## src/rtl/swervolf_arb_pkg.sv

```systemverilog
// Shared types and constants for the SweRVolf two-master RAM arbiter.
// Grant encoding doubles as the last-grant value held per channel.
package swervolf_arb_pkg;

    typedef enum logic [1:0] {
        W_IDLE,
        W_ADDR,
        W_DATA,
        W_RESP
    } wr_state_t;

    typedef enum logic [1:0] {
        R_IDLE,
        R_ADDR,
        R_DATA
    } rd_state_t;

    localparam logic GNT_M0 = 1'b0;
    localparam logic GNT_M1 = 1'b1;

endpackage

```

## src/rtl/swervolf_rr_arb2.sv

```systemverilog
// Two-requester round-robin picker: on a tie the master not granted last
// wins, a lone requester always wins. Purely combinational.
module swervolf_rr_arb2
    import swervolf_arb_pkg::*;
(
    input  logic [1:0] req,
    input  logic       last,
    input  logic       en,
    output logic       gnt,
    output logic       valid
);

    always_comb begin
        valid = en & (|req);
        gnt   = GNT_M0;
        if (req == 2'b11) begin
            gnt = (last == GNT_M0) ? GNT_M1 : GNT_M0;
        end else if (req[1]) begin
            gnt = GNT_M1;
        end
    end

endmodule

```

## src/rtl/swervolf_ram_arbiter.sv

```systemverilog
// Two-master AXI4 arbiter in front of the SweRVolf on-chip RAM. Read and write
// channels are arbitrated independently, one outstanding transaction each.
module swervolf_ram_arbiter
    import swervolf_arb_pkg::*;
#(
    parameter int ID_WIDTH   = 4,
    parameter int ADDR_WIDTH = 32
) (
    input  logic                  clk,
    input  logic                  rst,

    input  logic [ID_WIDTH-1:0]   i_m0_awid,
    input  logic [ADDR_WIDTH-1:0] i_m0_awaddr,
    input  logic [7:0]            i_m0_awlen,
    input  logic [2:0]            i_m0_awsize,
    input  logic [1:0]            i_m0_awburst,
    input  logic                  i_m0_awvalid,
    output logic                  o_m0_awready,
    input  logic [63:0]           i_m0_wdata,
    input  logic [7:0]            i_m0_wstrb,
    input  logic                  i_m0_wlast,
    input  logic                  i_m0_wvalid,
    output logic                  o_m0_wready,
    output logic [ID_WIDTH-1:0]   o_m0_bid,
    output logic [1:0]            o_m0_bresp,
    output logic                  o_m0_bvalid,
    input  logic                  i_m0_bready,
    input  logic [ID_WIDTH-1:0]   i_m0_arid,
    input  logic [ADDR_WIDTH-1:0] i_m0_araddr,
    input  logic [7:0]            i_m0_arlen,
    input  logic [2:0]            i_m0_arsize,
    input  logic [1:0]            i_m0_arburst,
    input  logic                  i_m0_arvalid,
    output logic                  o_m0_arready,
    output logic [ID_WIDTH-1:0]   o_m0_rid,
    output logic [63:0]           o_m0_rdata,
    output logic [1:0]            o_m0_rresp,
    output logic                  o_m0_rlast,
    output logic                  o_m0_rvalid,
    input  logic                  i_m0_rready,

    input  logic [ID_WIDTH-1:0]   i_m1_awid,
    input  logic [ADDR_WIDTH-1:0] i_m1_awaddr,
    input  logic [7:0]            i_m1_awlen,
    input  logic [2:0]            i_m1_awsize,
    input  logic [1:0]            i_m1_awburst,
    input  logic                  i_m1_awvalid,
    output logic                  o_m1_awready,
    input  logic [63:0]           i_m1_wdata,
    input  logic [7:0]            i_m1_wstrb,
    input  logic                  i_m1_wlast,
    input  logic                  i_m1_wvalid,
    output logic                  o_m1_wready,
    output logic [ID_WIDTH-1:0]   o_m1_bid,
    output logic [1:0]            o_m1_bresp,
    output logic                  o_m1_bvalid,
    input  logic                  i_m1_bready,
    input  logic [ID_WIDTH-1:0]   i_m1_arid,
    input  logic [ADDR_WIDTH-1:0] i_m1_araddr,
    input  logic [7:0]            i_m1_arlen,
    input  logic [2:0]            i_m1_arsize,
    input  logic [1:0]            i_m1_arburst,
    input  logic                  i_m1_arvalid,
    output logic                  o_m1_arready,
    output logic [ID_WIDTH-1:0]   o_m1_rid,
    output logic [63:0]           o_m1_rdata,
    output logic [1:0]            o_m1_rresp,
    output logic                  o_m1_rlast,
    output logic                  o_m1_rvalid,
    input  logic                  i_m1_rready,

    output logic [ID_WIDTH-1:0]   o_s_awid,
    output logic [ADDR_WIDTH-1:0] o_s_awaddr,
    output logic [7:0]            o_s_awlen,
    output logic [2:0]            o_s_awsize,
    output logic [1:0]            o_s_awburst,
    output logic                  o_s_awvalid,
    input  logic                  i_s_awready,
    output logic [63:0]           o_s_wdata,
    output logic [7:0]            o_s_wstrb,
    output logic                  o_s_wlast,
    output logic                  o_s_wvalid,
    input  logic                  i_s_wready,
    input  logic [ID_WIDTH-1:0]   i_s_bid,
    input  logic [1:0]            i_s_bresp,
    input  logic                  i_s_bvalid,
    output logic                  o_s_bready,
    output logic [ID_WIDTH-1:0]   o_s_arid,
    output logic [ADDR_WIDTH-1:0] o_s_araddr,
    output logic [7:0]            o_s_arlen,
    output logic [2:0]            o_s_arsize,
    output logic [1:0]            o_s_arburst,
    output logic                  o_s_arvalid,
    input  logic                  i_s_arready,
    input  logic [ID_WIDTH-1:0]   i_s_rid,
    input  logic [63:0]           i_s_rdata,
    input  logic [1:0]            i_s_rresp,
    input  logic                  i_s_rlast,
    input  logic                  i_s_rvalid,
    output logic                  o_s_rready
);

    wr_state_t w_state, w_next;
    rd_state_t r_state, r_next;
    logic      w_gnt, r_gnt;
    logic      w_pick, w_pick_gnt;
    logic      r_pick, r_pick_gnt;

    logic      sel_awvalid, sel_wvalid, sel_wlast, sel_bready;
    logic      sel_arvalid, sel_rready;

    // Arbitration only looks at raw valids in IDLE; the winner is registered,
    // so no valid->ready path ever runs through the picker.
    swervolf_rr_arb2 u_w_arb (
        .req   ({i_m1_awvalid, i_m0_awvalid}),
        .last  (w_gnt),
        .en    (w_state == W_IDLE),
        .gnt   (w_pick_gnt),
        .valid (w_pick)
    );

    swervolf_rr_arb2 u_r_arb (
        .req   ({i_m1_arvalid, i_m0_arvalid}),
        .last  (r_gnt),
        .en    (r_state == R_IDLE),
        .gnt   (r_pick_gnt),
        .valid (r_pick)
    );

    always_ff @(posedge clk or posedge rst) begin
        if (rst) begin
            w_state <= W_IDLE;
            r_state <= R_IDLE;
            w_gnt   <= GNT_M1;
            r_gnt   <= GNT_M1;
        end else begin
            w_state <= w_next;
            r_state <= r_next;
            if (w_pick) w_gnt <= w_pick_gnt;
            if (r_pick) r_gnt <= r_pick_gnt;
        end
    end

    assign sel_awvalid = (w_gnt == GNT_M1) ? i_m1_awvalid : i_m0_awvalid;
    assign sel_wvalid  = (w_gnt == GNT_M1) ? i_m1_wvalid  : i_m0_wvalid;
    assign sel_wlast   = (w_gnt == GNT_M1) ? i_m1_wlast   : i_m0_wlast;
    assign sel_bready  = (w_gnt == GNT_M1) ? i_m1_bready  : i_m0_bready;
    assign sel_arvalid = (r_gnt == GNT_M1) ? i_m1_arvalid : i_m0_arvalid;
    assign sel_rready  = (r_gnt == GNT_M1) ? i_m1_rready  : i_m0_rready;

    // Payloads follow the registered grant unconditionally; only the
    // handshake signals are gated by FSM state.
    assign o_s_awid    = (w_gnt == GNT_M1) ? i_m1_awid    : i_m0_awid;
    assign o_s_awaddr  = (w_gnt == GNT_M1) ? i_m1_awaddr  : i_m0_awaddr;
    assign o_s_awlen   = (w_gnt == GNT_M1) ? i_m1_awlen   : i_m0_awlen;
    assign o_s_awsize  = (w_gnt == GNT_M1) ? i_m1_awsize  : i_m0_awsize;
    assign o_s_awburst = (w_gnt == GNT_M1) ? i_m1_awburst : i_m0_awburst;
    assign o_s_wdata   = (w_gnt == GNT_M1) ? i_m1_wdata   : i_m0_wdata;
    assign o_s_wstrb   = (w_gnt == GNT_M1) ? i_m1_wstrb   : i_m0_wstrb;
    assign o_s_wlast   = sel_wlast;
    assign o_s_arid    = (r_gnt == GNT_M1) ? i_m1_arid    : i_m0_arid;
    assign o_s_araddr  = (r_gnt == GNT_M1) ? i_m1_araddr  : i_m0_araddr;
    assign o_s_arlen   = (r_gnt == GNT_M1) ? i_m1_arlen   : i_m0_arlen;
    assign o_s_arsize  = (r_gnt == GNT_M1) ? i_m1_arsize  : i_m0_arsize;
    assign o_s_arburst = (r_gnt == GNT_M1) ? i_m1_arburst : i_m0_arburst;

    assign o_m0_bid    = i_s_bid;
    assign o_m0_bresp  = i_s_bresp;
    assign o_m1_bid    = i_s_bid;
    assign o_m1_bresp  = i_s_bresp;
    assign o_m0_rid    = i_s_rid;
    assign o_m0_rdata  = i_s_rdata;
    assign o_m0_rresp  = i_s_rresp;
    assign o_m0_rlast  = i_s_rlast;
    assign o_m1_rid    = i_s_rid;
    assign o_m1_rdata  = i_s_rdata;
    assign o_m1_rresp  = i_s_rresp;
    assign o_m1_rlast  = i_s_rlast;

    always_comb begin
        w_next       = w_state;
        o_s_awvalid  = 1'b0;
        o_s_wvalid   = 1'b0;
        o_s_bready   = 1'b0;
        o_m0_awready = 1'b0;
        o_m1_awready = 1'b0;
        o_m0_wready  = 1'b0;
        o_m1_wready  = 1'b0;
        o_m0_bvalid  = 1'b0;
        o_m1_bvalid  = 1'b0;
        unique case (w_state)
            W_IDLE: begin
                if (w_pick) w_next = W_ADDR;
            end
            W_ADDR: begin
                o_s_awvalid = sel_awvalid;
                if (w_gnt == GNT_M1) o_m1_awready = i_s_awready;
                else                 o_m0_awready = i_s_awready;
                if (sel_awvalid && i_s_awready) w_next = W_DATA;
            end
            W_DATA: begin
                o_s_wvalid = sel_wvalid;
                if (w_gnt == GNT_M1) o_m1_wready = i_s_wready;
                else                 o_m0_wready = i_s_wready;
                if (sel_wvalid && i_s_wready && sel_wlast) w_next = W_RESP;
            end
            W_RESP: begin
                o_s_bready = sel_bready;
                if (w_gnt == GNT_M1) o_m1_bvalid = i_s_bvalid;
                else                 o_m0_bvalid = i_s_bvalid;
                if (i_s_bvalid && sel_bready) w_next = W_IDLE;
            end
            default: w_next = W_IDLE;
        endcase
    end

    always_comb begin
        r_next       = r_state;
        o_s_arvalid  = 1'b0;
        o_s_rready   = 1'b0;
        o_m0_arready = 1'b0;
        o_m1_arready = 1'b0;
        o_m0_rvalid  = 1'b0;
        o_m1_rvalid  = 1'b0;
        unique case (r_state)
            R_IDLE: begin
                if (r_pick) r_next = R_ADDR;
            end
            R_ADDR: begin
                o_s_arvalid = sel_arvalid;
                if (r_gnt == GNT_M1) o_m1_arready = i_s_arready;
                else                 o_m0_arready = i_s_arready;
                if (sel_arvalid && i_s_arready) r_next = R_DATA;
            end
            R_DATA: begin
                o_s_rready = sel_rready;
                if (r_gnt == GNT_M1) o_m1_rvalid = i_s_rvalid;
                else                 o_m0_rvalid = i_s_rvalid;
                if (i_s_rvalid && sel_rready && i_s_rlast) r_next = R_IDLE;
            end
            default: r_next = R_IDLE;
        endcase
    end

endmodule

```

## config.mk

```make
export PLATFORM = sky130hd
export DESIGN_NAME = swervolf_ram_arbiter
export DESIGN_NICKNAME = d
export VERILOG_FILES = /design/src/rtl/swervolf_arb_pkg.sv /design/src/rtl/swervolf_rr_arb2.sv /design/src/rtl/swervolf_ram_arbiter.sv
export SDC_FILE = /design/constraint.sdc
export NUM_CORES = 1
export LEC_CHECK = 0
export BUFFER_PORTS_ARGS = -buffer_cell sky130_fd_sc_hd__buf_2
export CORE_AREA = 2 2 305 307
export DETAILED_ROUTE_END_ITERATION = 8
export DIE_AREA = 0 0 307 309
export SLEW_MARGIN = 40
export SYNTH_ARGS = -nofsm -noshare
export SYNTH_HDL_FRONTEND = slang
export SYNTH_SLANG_ARGS = --single-unit
```

## constraint.sdc

```tcl
create_clock -name clk -period 1.9 [get_ports clk]
set_input_delay 0.19 -clock clk [delete_from_list [all_inputs] [get_ports clk]]
set_output_delay 0.19 -clock clk [all_outputs]
set_load 0.1 [all_outputs]
```

Word-level counts from Yosys, hierarchy flattened
Cells that the tools add are included.

Eq/ne operators: 14. Muxes and demuxes: 58. Bitwise operators: 2. Reduce and logical (&&, ||, !) cells: 13.

Operators with widths (count): $mux W32 (2); $mux W64 (1); $mux W1 (37); $mux W8 (3); $mux W2 (9); $ne A2 B2 Y1 const B (7); $eq A2 B2 Y1 const B (5); $mux W4 (2); $pmux W2 S4 (1); $logic_and A1 B1 Y1 (7); $mux W3 (2); $pmux W2 S3 (1); $eq A2 B1 Y1 const B (2); $logic_not A2 Y1 (2); $reduce_and A4 Y1 (1); $reduce_or A2 Y1 (2); $reduce_and A3 Y1 (1); $and A1 B1 Y1 (2).

Register bits after elaboration: 6. Bits of input ports: 436. Output and inout bits: 340. Word-level logic and storage cells: 91.

Logic depth before layout (Yosys ltp)
Gate-level depths: netlist of run 1.

Depth after elaboration: 5. Mapped depth: 6.

Modules after synthesis
A second synthesis of run 1 with hierarchy kept.

Cells, all modules: 410. Area, all modules: 3781.1 µm².

By module, submodules not included: swervolf_ram_arbiter (instances 1, cells an instance 406, area each 3743.6 µm², sequential area each 152.6 µm²); swervolf_rr_arb2 (instances 2, cells an instance 2, area each 18.8 µm², sequential area each 0.0 µm²).

Least setup slack after synthesis of run 1
No wires, ideal clock.

Kind: register -> output. Start: reg r_gnt. End: out o_m1_arready. Arrival: 3.164 ns. Setup slack: -1.454 ns. Stages on the path, launching flop included: 4. Path buffers: 2. Cell sequence: dfstp_2 -> buf_2 -> buf_2 -> nor3b_1.

Longest elaborated chain between the ends: 2.

RTL lines: start: declaration (line swervolf_ram_arbiter.sv:105) `logic w_gnt, r_gnt;`; start signal: assignment (line swervolf_ram_arbiter.sv:140) `if (r_pick) r_gnt <= r_pick_gnt;`; $mux W1 (line swervolf_ram_arbiter.sv:231) `if (r_gnt == GNT_M1) o_m1_arready = i_s_arready;`; $mux W1 (line swervolf_ram_arbiter.sv:225) `unique case (r_state)`; end: declaration (line swervolf_ram_arbiter.sv:64) `output logic o_m1_arready,`.

Every way passes these cells.

Final worst setup path of run 1
Start: reg w_gnt. End: out o_s_wdata[61].

Longest elaborated chain between the ends: 1.

RTL lines: start: declaration (line swervolf_ram_arbiter.sv:105); start signal: assignment (line swervolf_ram_arbiter.sv:139) `if (w_pick) w_gnt <= w_pick_gnt;`; $mux W64 (line swervolf_ram_arbiter.sv:158) `assign o_s_wdata = (w_gnt == GNT_M1) ? i_m1_wdata : i_m0_wdata;`; end: declaration (line swervolf_ram_arbiter.sv:79) `output logic [63:0] o_s_wdata,`.

Every way passes these cells.

==> summary.txt, run 1 <==
Run status -> finished, violations left
Violated checks -> hold timing, setup timing
GRT Util Overall -> 5.32%
Hold WC Path Type -> in2async
Area Overhead vs Synth -> 161%
Critical path origin -> w_gnt
Area of the die -> 94900 um^2
Worst ir drop on vdd -> 0.868 mV
Critical path, cell by cell -> buf_12, buf_6, mux2_2, buf_12
Clk Latency, worst-skew pair -> 0.25 ns
Instance count of the mapped netlist -> 411
Rel. slew slack -> 62.8%
# clock sinks -> 6
Routability Congestion -> 0.929
I/O pin cnt -> 776
First-pass GRT wire length -> 34300 um
Routed wire length per instance -> 14.8 um
Setup_tns -> -14.41 ns
Cell area reported after detailed placement -> 8210 um^2
Clk network pwr share -> 2.1%
Clock edge transition at the registers on the reported setup and hold paths -> 0.05 ns
Req. time, crit path -> 1.71 ns
Type of the worst setup path -> reg2out
Vias in the first global route -> 4911
Period utilization -> 108%
CTS tree -> built
Maximum number of pins on one net before global-route repair -> 43
Net switching power -> 12.7 mW
Flop-to-flop setup slack -> -0.05 ns
Slowest cell on the critical path -> sky130_fd_sc_hd__dfstp_4
Maximum capacitance violations -> 0
Maximum clock skew at final layout -> 0.000192 ns
Time the final worst path needs with I/O delays and setup -> 2.05 ns
Cell leakage power -> 4.54 nW
Crit path buf inv count -> 3
Number of buffers between clock root and the deepest sink -> 2
Router iterations before antenna repair -> 4
Worst endpoint data arrival time -> 1.86 ns
Starting density of the core -> 4.15%
Post-DP HPWL -> 24400 um
Count of input and output buffers -> 547
Endpoint kind of the worst setup timing path -> primary output
Transition time at the pin with the least slew margin -> 0.558 ns
Cts-stage hold buffer count -> 0
Cell depth of the worst flop-to-flop path -> 8
Number of distinct library cell variants in the gate-level netlist after synthesis -> 28
Standard-cell row count -> 111
Height of the die -> 309 um
Part of the power in registers -> 1.7%
Setup repair after global routing missed its margin -> yes
Hold Vio Cnt, Final -> 4
1st-iter DRT viols -> 128
Post-synthesis area per instance -> 9.23 um^2
Sequential element share of the synthesized area -> 4.03%
Final max-slew violation count -> 0
Net switching fraction of the power -> 62.7%
Fraction of layout cells with a size suffix above 1 -> 95.3%
Synthesis Warnings -> 0
Hold Worst Slack -> -0.0183 ns
Master cell of the clock root buffer -> sky130_fd_sc_hd__clkbuf_16
Cell-internal power -> 7.55 mW
Total nets after synthesis -> 852
Final ANT Viol Nets -> 0
Number of synthesized register bits -> 6
H-tree Lvls -> 1
Total Nets Final -> 1275
Core Region -> 91400 um^2
Total vias in the final route -> 4826
Synthesized cell area -> 3790 um^2
PnR worst setup slack -> -0.153 ns
Family with the most delay on the worst path -> flip-flops
Capture instance of the worst register-to-register path -> w_state[1]
Non-Filler Cell Area, Final -> 9890 um^2
Critical Path Start Type -> register
Via density -> 2.38
Width of the chip -> 307 um
FMAX -> 487 MHz
Number of buffers added by the clock tree synthesis step -> 3
R2R Path Start -> w_gnt
Antenna violations before repair -> 15
Cell repeated most along the worst path -> sky130_fd_sc_hd__buf_12
GRT overflow -> 0
# setup viols final -> 149
Combinational share of power -> 96.3%
Worst slack after detailed placement -> -0.0527 ns
WL final -> 29900 um
Largest fanout on the critical path -> 15
PwrDens -> 2050 nW/um^2
DRC viols -> 0
Max incr delay on CP -> 0.63 ns
-- cells by family (layout without fill, tap and decap cells) --
logic type      count (synthesis)  in the layout  synth area share [%]
buf+inv                       179            601                  34.7
mux                           178            178                  52.8
simple gates                   34             34                  5.44
compound gates                  9              9                  1.35
flops                           6              6                  4.03
fa+ha+maj                       5              5                  1.65
other cells                     0              9                     0
-- final cells by class --
cell class              count  area (um^2)
flip-flops and latches      6          160
well taps                1186         1480
diodes                      9         22.5
multi-input cells         226         2690
repair buffers            593         5450
clock buffers               4         78.8
fillers                 10400        81500
inverters                   4         15.0
-- through the flow --
stage | util, % | cells | power [mW]
6_report | 10.8 | 2028 | 20.2
5_1_grt | 10.8 | 2028 | 20.9
4_1_cts | 10.1 | 1999 | 19.1
3_5_place_dp | 8.99 | 1982 | 16.7
3_3_place_gp | 8.99 | 1982 | 16.7
2_1_floorplan | - | 411 | 13.6
-- flip-flops by register name, summed over array words and instances, names as in the netlist --
register	cells
w_gnt	1
r_state	2
w_state	2
r_gnt	1
-- worst max-delay path by stage --
stage | endpoint | cells after the start
floorplan | o_m1_arready | 3
global placement | o_s_wdata[38] | 3
detailed placement | o_s_wdata[38] | 3
CTS | o_s_wvalid | 6
global route | o_s_wstrb[6] | 5
finish | o_s_wdata[61] | 4
-- layout by cell type, fill, tap and decap left out, drive strengths merged, types with 2 or more instances in the layout --
cell / netlist / routed
clkbuf: 0 / 10
a31oi: 3 / 3
mux2i: 4 / 4
nor3: 3 / 3
mux2: 174 / 174
nor3b: 2 / 2
nand4: 2 / 2
inv: 4 / 4
dfstp: 2 / 2
a21oi: 3 / 3
diode: 0 / 9
and3: 4 / 4
o21ai: 2 / 2
nor2b: 4 / 4
nor2: 7 / 7
nand2: 7 / 7
buf: 175 / 587
ha: 5 / 5
dfrtp: 4 / 4
-- Yosys cell counts --
library cell	number	area, um^2
sky130_fd_sc_hd__nand4_2	1	12.5
sky130_fd_sc_hd__a21o_1	1	7.51
sky130_fd_sc_hd__and2_1	1	6.26
sky130_fd_sc_hd__dfstp_2	2	52.6
sky130_fd_sc_hd__buf_4	165	1240
sky130_fd_sc_hd__nand4_1	1	6.26
sky130_fd_sc_hd__nor2b_1	4	25.0
sky130_fd_sc_hd__nand2_1	7	26.3
sky130_fd_sc_hd__mux2_4	1	15.0
sky130_fd_sc_hd__nand3_2	1	10.0
sky130_fd_sc_hd__nand2b_1	1	6.26
sky130_fd_sc_hd__nor3b_1	2	15.0
sky130_fd_sc_hd__o21ai_1	1	5.00
sky130_fd_sc_hd__nand4b_4	1	23.8
sky130_fd_sc_hd__a21oi_1	3	15.0
sky130_fd_sc_hd__and4_1	1	8.76
sky130_fd_sc_hd__inv_1	4	15.0
sky130_fd_sc_hd__mux2i_1	4	40.0
sky130_fd_sc_hd__ha_1	5	62.6
sky130_fd_sc_hd__mux2_2	173	1950
sky130_fd_sc_hd__a31oi_1	3	18.8
sky130_fd_sc_hd__o21ai_0	1	5.00
sky130_fd_sc_hd__buf_2	8	40.0
sky130_fd_sc_hd__and3_1	4	25.0
sky130_fd_sc_hd__buf_6	2	22.5
sky130_fd_sc_hd__dfrtp_1	4	100
sky130_fd_sc_hd__nor2_1	7	26.3
sky130_fd_sc_hd__nor3_1	3	15.0
-- routing by layer --
layer  vias to the layer above  track usage (%)  part of all wire (%)
met1                      2119             4.87                    33
met3                        82             2.91                    14
li1                       2126                -                     -
met2                       495             8.98                    46
met4                         4             3.85                   6.5
met5                         -                0                 0.063
-- repair_timing --
| item | 4_1_cts | 5_1_grt |
|---|---|---|
| setup endpoints to repair | 128 | 175 |
| setup buffers | 10 | 14 |
| gates resized for setup | 238 | 86 |
| pin swaps | 2 | 0 |
| cloned | 3 | 8 |
-- power groups by stage --
stage / logic [mW] / clock network [mW] / registers, mW
after floorplan: 13.3 / 0 / 0.278
after global placement: 16.3 / 0 / 0.382
after detailed placement: 16.3 / 0 / 0.385
after CTS: 18.3 / 0.466 / 0.312
after global routing: 20.0 / 0.474 / 0.350
final: 19.5 / 0.415 / 0.338
No activity file was read; power rests on OpenSTA's default activity.
==> inputs of run 2 (changes only) <==
SYNTH_HIERARCHICAL = 1   (was unset)
==> run 2 against run 1 <==
Compared with the run above:
- largest cell class unchanged
- via count is 1.2% higher
- fmax is 2.1% lower
- critical endpoint is now o_s_wdata[42]
- worst hold slack worse by 0.033 ns
- synthesized cell count is 0.24% lower
- the run still ends with hold timing, setup timing left
- critical path depth stayed put
- wire length is 45% higher
- global-route usage is 3.2 points higher
- sequential cell count stayed put
- sequential power is 6% lower
- combinational power is 3% higher
- non-clock buffer count is 9 lower
- largest power group unchanged
==> summary.txt, run 2 <==
Run status -> finished, violations left
Violated checks -> hold timing, setup timing
Largest family of logic cells by synthesized area -> multiplexers
Starting density of the core -> 4.14%
GRT Util Overall -> 8.49%
Share of the synthesized area in compound gates (AO/OA/AOI/OAI) -> 2.55%
Critical Path Start Type -> register
Family with the most delay on the worst path -> flip-flops
Area share of the leading cell type in the synthesized netlist -> 52.1%
Post-route total power -> 20.8 mW
Total Nets Final -> 1265
WL final -> 43500 um
Synthesis Warnings -> 6
First-pass GRT wire length -> 50200 um
Worst endpoint data arrival time -> 1.91 ns
GRT overflow -> 0
Number of distinct library cell variants in the gate-level netlist after synthesis -> 30
Setup repair after global routing missed its margin -> yes
Post-synthesis mux area share -> 53.7%
Core Region -> 91400 um^2
Post-DP HPWL -> 38500 um
Router iterations before antenna repair -> 6
Post-synth EDFFs -> 0
Transition time at the pin with the least slew margin -> 0.500 ns
H-tree Lvls -> 1
Leading post-synthesis cells by cell area -> sky130_fd_sc_hd__mux2_2, sky130_fd_sc_hd__buf_4, sky130_fd_sc_hd__dfrtp_1
Final max-slew violation count -> 0
Most frequent standard cell in the layout excluding fill and tap cells -> sky130_fd_sc_hd__buf_2
# clock sinks -> 6
Number of buffers added by the clock tree synthesis step -> 3
Cell types with the highest counts after synthesis -> sky130_fd_sc_hd__mux2_2, sky130_fd_sc_hd__buf_4, sky130_fd_sc_hd__buf_2
Hold Worst Slack -> -0.0512 ns
Total nets after synthesis -> 851
Instance count of the mapped netlist -> 410
Cell repeated most along the worst path -> sky130_fd_sc_hd__buf_12
FMAX -> 477 MHz
Period utilization -> 110%
Endpoint kind of the worst setup timing path -> primary output
Req. time, crit path -> 1.71 ns
Dominant cell by count in the synthesized netlist -> sky130_fd_sc_hd__mux2_2
Rel. slew slack -> 66.7%
Width of the chip -> 307 um
Type of the worst setup path -> reg2out
Largest fanout on the critical path -> 20
Fraction of the core area covered by cells at the end of the flow -> 11.0%
Standard-cell row count -> 111
Synthesized cell area -> 3780 um^2
Placed Cells -> 1987
PwrDens -> 2080 nW/um^2
Number of buffers between clock root and the deepest sink -> 2
Worst ir drop on vdd -> 0.857 mV
Top FF cell, synth -> sky130_fd_sc_hd__dfrtp_1
Clock edge transition at the registers on the reported setup and hold paths -> 0.05 ns
Share of synthesized cell area in full adder, half adder and majority cells -> 1.65%
DRC viols -> 0
Via density -> 2.42
Master cell of the clock root buffer -> sky130_fd_sc_hd__clkbuf_16
Crit path buf inv count -> 3
Maximum number of pins on one net before global-route repair -> 31
Simple-gate share of the synthesized area -> 4.04%
Area of the die -> 94900 um^2
Height of the die -> 309 um
PnR worst setup slack -> -0.198 ns
Routability Congestion -> 0.902
Count of input and output buffers -> 547
Vias in the first global route -> 4923
Maximum clock skew at final layout -> 0.000369 ns
Slowest cell on the critical path -> sky130_fd_sc_hd__dfstp_4
Maximum capacitance violations -> 0
Antenna violations before repair -> 17
Routed wire length per instance -> 21.6 um
1st-iter DRT viols -> 100
Biggest regs -> r_state: 2 flops, w_state: 2 flops
Hold Vio Cnt, Final -> 4
Leading cell types in the layout, fill and taps excluded -> sky130_fd_sc_hd__buf_2, sky130_fd_sc_hd__buf_12, sky130_fd_sc_hd__mux2_2
Total vias in the final route -> 4886
Proportion of synthesized flip-flops having asynchronous set or reset -> 100%
Final ANT Viol Nets -> 0
Sequential element share of the synthesized area -> 4.04%
Clk Latency, worst-skew pair -> 0.26 ns
Hold WC Path Type -> in2async
CTS tree -> built
Number of cells in the finished layout apart from fillers -> 2015
Critical path, cell by cell -> buf_12, buf_12, mux2_2, buf_12
Post-synthesis area per instance -> 9.22 um^2
# setup viols final -> 108
Worst slack after detailed placement -> 0.0180 ns
Cell leakage power -> 4.45 nW
Dominant cell type by area after synthesis -> sky130_fd_sc_hd__mux2_2
Max incr delay on CP -> 0.65 ns
Number of synthesized register bits -> 6
Area Overhead vs Synth -> 165%
Time the final worst path needs with I/O delays and setup -> 2.10 ns
Fraction of layout cells with a size suffix above 1 -> 95.5%
I/O pin cnt -> 776
Xor/xnor share of the synthesized area -> 0%
run 2: final timing paths:
check                                  start            end  slack [ns]  cells past startpoint
max in group asynchronous                rst          w_gnt        1.58                      2
worst max register to register         w_gnt     w_state[1]       -0.03                      5
worst min register to register    w_state[1]     w_state[1]        0.56                      1
worst max-delay path                   w_gnt  o_s_wdata[42]       -0.20                      4
worst min-delay path                     rst     r_state[1]       -0.05                      2
min in group clk                i_m0_awvalid          w_gnt        0.35                      3
run 2: cells by family (layout without fill, tap and decap cells):
group	after synthesis	in the layout
buffers and inverters	180	593
other	0	6
AO/OA/AOI/OAI	10	10
multiplexers	180	180
adder cells (fa/ha/maj)	5	5
AND/OR/NAND/NOR	29	29
flip-flops	6	6
run 2: power by group:
part / total (mW) / switching (mW) / internal (mW)
clock network: 0.411 / 0.127 / 0.284
logic: 20.1 / 13.0 / 7.05
registers: 0.319 / 0.0986 / 0.220
run 2: what timing repair did:
item                       in CTS  in global routing
resized for setup             191                 84
cloned                          4                  3
pin swaps                       0                  1
setup buffers                   6                  5
hold buffers                    0                  0
setup endpoints to repair     162                162
run 2: per-layer routing:
layer  vias to the layer above  share of wire, %  wire (um)  global-route usage, %
li1                       2100                 -          -                      -
met1                      2143                38      16300                   8.99
met2                       553                49      21400                   15.4
met3                        82               8.8       3810                   2.88
met4                         8               4.2       1830                   3.30
met5                         -              0.13         55                      0
run 2: through the flow:
| stage | area (um^2) | setup TNS [ns] |
|---|---|---|
| after detailed placement | 8660 | 0 |
| after global routing | 10000 | -20.32 |
| after CTS | 9540 | -18.52 |
| after global placement | 8660 | 0 |
| after floorplan | 3830 | -1.24 |
| final | 10000 | -14.56 |
run 2: area by class of cell:
class,instances,area [um^2]
flip-flops and latches,6,156
fillers,10400,81400
multi-input cells,224,2610
well taps,1186,1480
diodes,6,15.0
clock buffers,4,78.8
inverters,5,18.8
repair buffers,584,5650
run 2: worst reg2reg max path, delay by kind of cell (launching register included):
kind | cells | cell delay, ns
buffers and inverters | 1 | 0.22
DFF | 1 | 0.65
AOI/OAI and AO/OA | 1 | 0.31
and+or+nand+nor | 1 | 0.06
muxes | 2 | 0.56
==> inputs of run 3 (changes only) <==
TNS_END_PERCENT = 5   (was unset)
==> run 3 against run 2 <==
Compared with the run above:
- the flow finishes with violations (setup timing)
- critical path depth did not move
- final cell count decreased by 0.55%
- count of clock-buffer cells in the layout is 1 lower
- clock skew is essentially flat
- final area increased by 4.8%
- wire length rose by 4.0%
- non-clock buffer count down 10
- sequential cell count stayed put
==> summary.txt, run 3 (synthesis results as in run 2) <==
Run status -> finished, violations left
Violated checks -> setup timing
Hold WC Path Type -> in2async
Area used by multi-input combinational logic -> 2900 um^2
Total vias in the final route -> 4833
Flop-to-flop setup slack -> -0.06 ns
Non-Filler Cell Area, Final -> 10500 um^2
Net switching power -> 13.4 mW
Part of the power in registers -> 2.0%
Period utilization -> 110%
Worst endpoint data arrival time -> 1.90 ns
Type of the worst setup path -> reg2out
Hold Worst Slack -> 0.0323 ns
Standard-cell row count -> 111
Hold Vio Cnt, Final -> 0
Combined flip-flop and latch cell area -> 160 um^2
FMAX -> 478 MHz
WL final -> 45200 um
PnR worst setup slack -> -0.192 ns
Core Region -> 91400 um^2
1st-iter DRT viols -> 129
Cell leakage power -> 4.86 nW
H-tree Lvls -> 1
Worst ir drop on vdd -> 0.903 mV
Transition time at the pin with the least slew margin -> 0.649 ns
Routability Congestion -> 0.929
Largest fanout on the critical path -> 15
Router iterations before antenna repair -> 4
Leading cell types in the layout, fill and taps excluded -> sky130_fd_sc_hd__buf_2, sky130_fd_sc_hd__buf_12, sky130_fd_sc_hd__mux2_4
Clock edge transition at the registers on the reported setup and hold paths -> 0.04 ns
Fraction of layout cells with a size suffix above 1 -> 94.7%
Maximum number of pins on one net before global-route repair -> 18
Count of input and output buffers -> 547
CTS tree -> built
Area of the die -> 94900 um^2
GRT Util Overall -> 8.90%
Vias in the first global route -> 5000
# clock sinks -> 6
Cell-internal power -> 8.17 mW
Rel. slew slack -> 56.7%
Total Nets Final -> 1255
Routed wire length per instance -> 22.5 um
Worst slack after detailed placement -> -0.131 ns
Cts-stage hold buffer count -> 0
GRT overflow -> 0
Setup repair after global routing missed its margin -> yes
I/O pin cnt -> 776
Final ANT Viol Nets -> 0
Clk network pwr share -> 1.8%
Final max-slew violation count -> 0
Req. time, crit path -> 1.71 ns
Clk Latency, worst-skew pair -> 0.25 ns
First-pass GRT wire length -> 53300 um
Endpoint kind of the worst setup timing path -> primary output
Number of buffers between clock root and the deepest sink -> 2
# setup viols final -> 145
Time the final worst path needs with I/O delays and setup -> 2.09 ns
Master cell of the clock root buffer -> sky130_fd_sc_hd__clkbuf_16
Placed Cells -> 1985
Biggest regs -> r_state: 2 flops, w_state: 2 flops
Net switching fraction of the power -> 62.2%
PwrDens -> 2060 nW/um^2
Count of filler cells inserted in the layout -> 10400
Width of the chip -> 307 um
Starting density of the core -> 4.14%
DRC viols -> 0
Cell area reported after detailed placement -> 9460 um^2
Post-DP HPWL -> 41300 um
Most frequent standard cell in the layout excluding fill and tap cells -> sky130_fd_sc_hd__buf_2
Maximum clock skew at final layout -> 0.000396 ns
Via density -> 2.41
Number of buffers added by the clock tree synthesis step -> 3
Antenna violations before repair -> 15
Area Overhead vs Synth -> 178%
Maximum capacitance violations -> 0
Combinational share of power -> 96.3%
Height of the die -> 309 um
Critical Path Start Type -> register
Number of cells in the finished layout apart from fillers -> 2004
Setup_tns -> -18.60 ns
==> run 3: cell type report <==
type	instances	area share (%)
multi-input cells	224	27.6
flip-flops and latches	6	1.53
repair buffers	574	55.7
diodes	6	0.143
clock buffers	3	0.715
well taps	1186	14.1
inverters	5	0.179
==> run 3: routing by layer <==
layer  part of all wire, %  GRT usage (%)
met1                    38           9.91
met3                   9.1           3.04
met4                   2.9           1.50
met2                    49           16.4
met5                  0.32          0.961
==> run 3: stage by stage <==
| step | power [mW] | util (%) |
|---|---|---|
| floorplan | 13.4 | - |
| global placement | 19.7 | 10.4 |
| CTS | 21.3 | 11.1 |
| detailed placement | 19.8 | 10.4 |
| finish | 21.6 | 11.5 |
| global route | 22.3 | 11.5 |
==> run 3: timing repair <==
| item | CTS | global route |
|---|---|---|
| resized for setup | 146 | 67 |
| setup endpoints to repair | 168 | 175 |
| setup buffers | 2 | 3 |
| cloned | 1 | 4 |
==> run 3: power groups by stage <==
stage	clock network, mW	registers, mW	logic, mW
2_1_floorplan	0	0.284	13.1
3_3_place_gp	0	0.378	19.3
3_5_place_dp	0	0.384	19.4
4_1_cts	0.430	0.402	20.5
5_1_grt	0.423	0.445	21.4
6_report	0.386	0.423	20.8
==> run 3: final timing paths <==
| kind | start | endpoint | cells after the start |
|---|---|---|---|
| setup / recovery | w_gnt | o_s_awid[3] | 4 |
| hold / removal | rst | w_state[0] | 2 |
| setup reg to reg | w_gnt | w_state[1] | 5 |
| hold reg to reg | w_state[1] | w_state[1] | 1 |
| max in group asynchronous | rst | r_state[1] | 2 |
| min in group clk | i_m0_arvalid | r_gnt | 3 |
==> run 3: worst max-delay path, cell delays in order, from the launching register on <==
cell and delay (ns):
sky130_fd_sc_hd__dfstp_4 0.73, sky130_fd_sc_hd__buf_12 0.18, sky130_fd_sc_hd__buf_12 0.17, sky130_fd_sc_hd__mux2_4 0.36
sky130_fd_sc_hd__buf_12 0.18
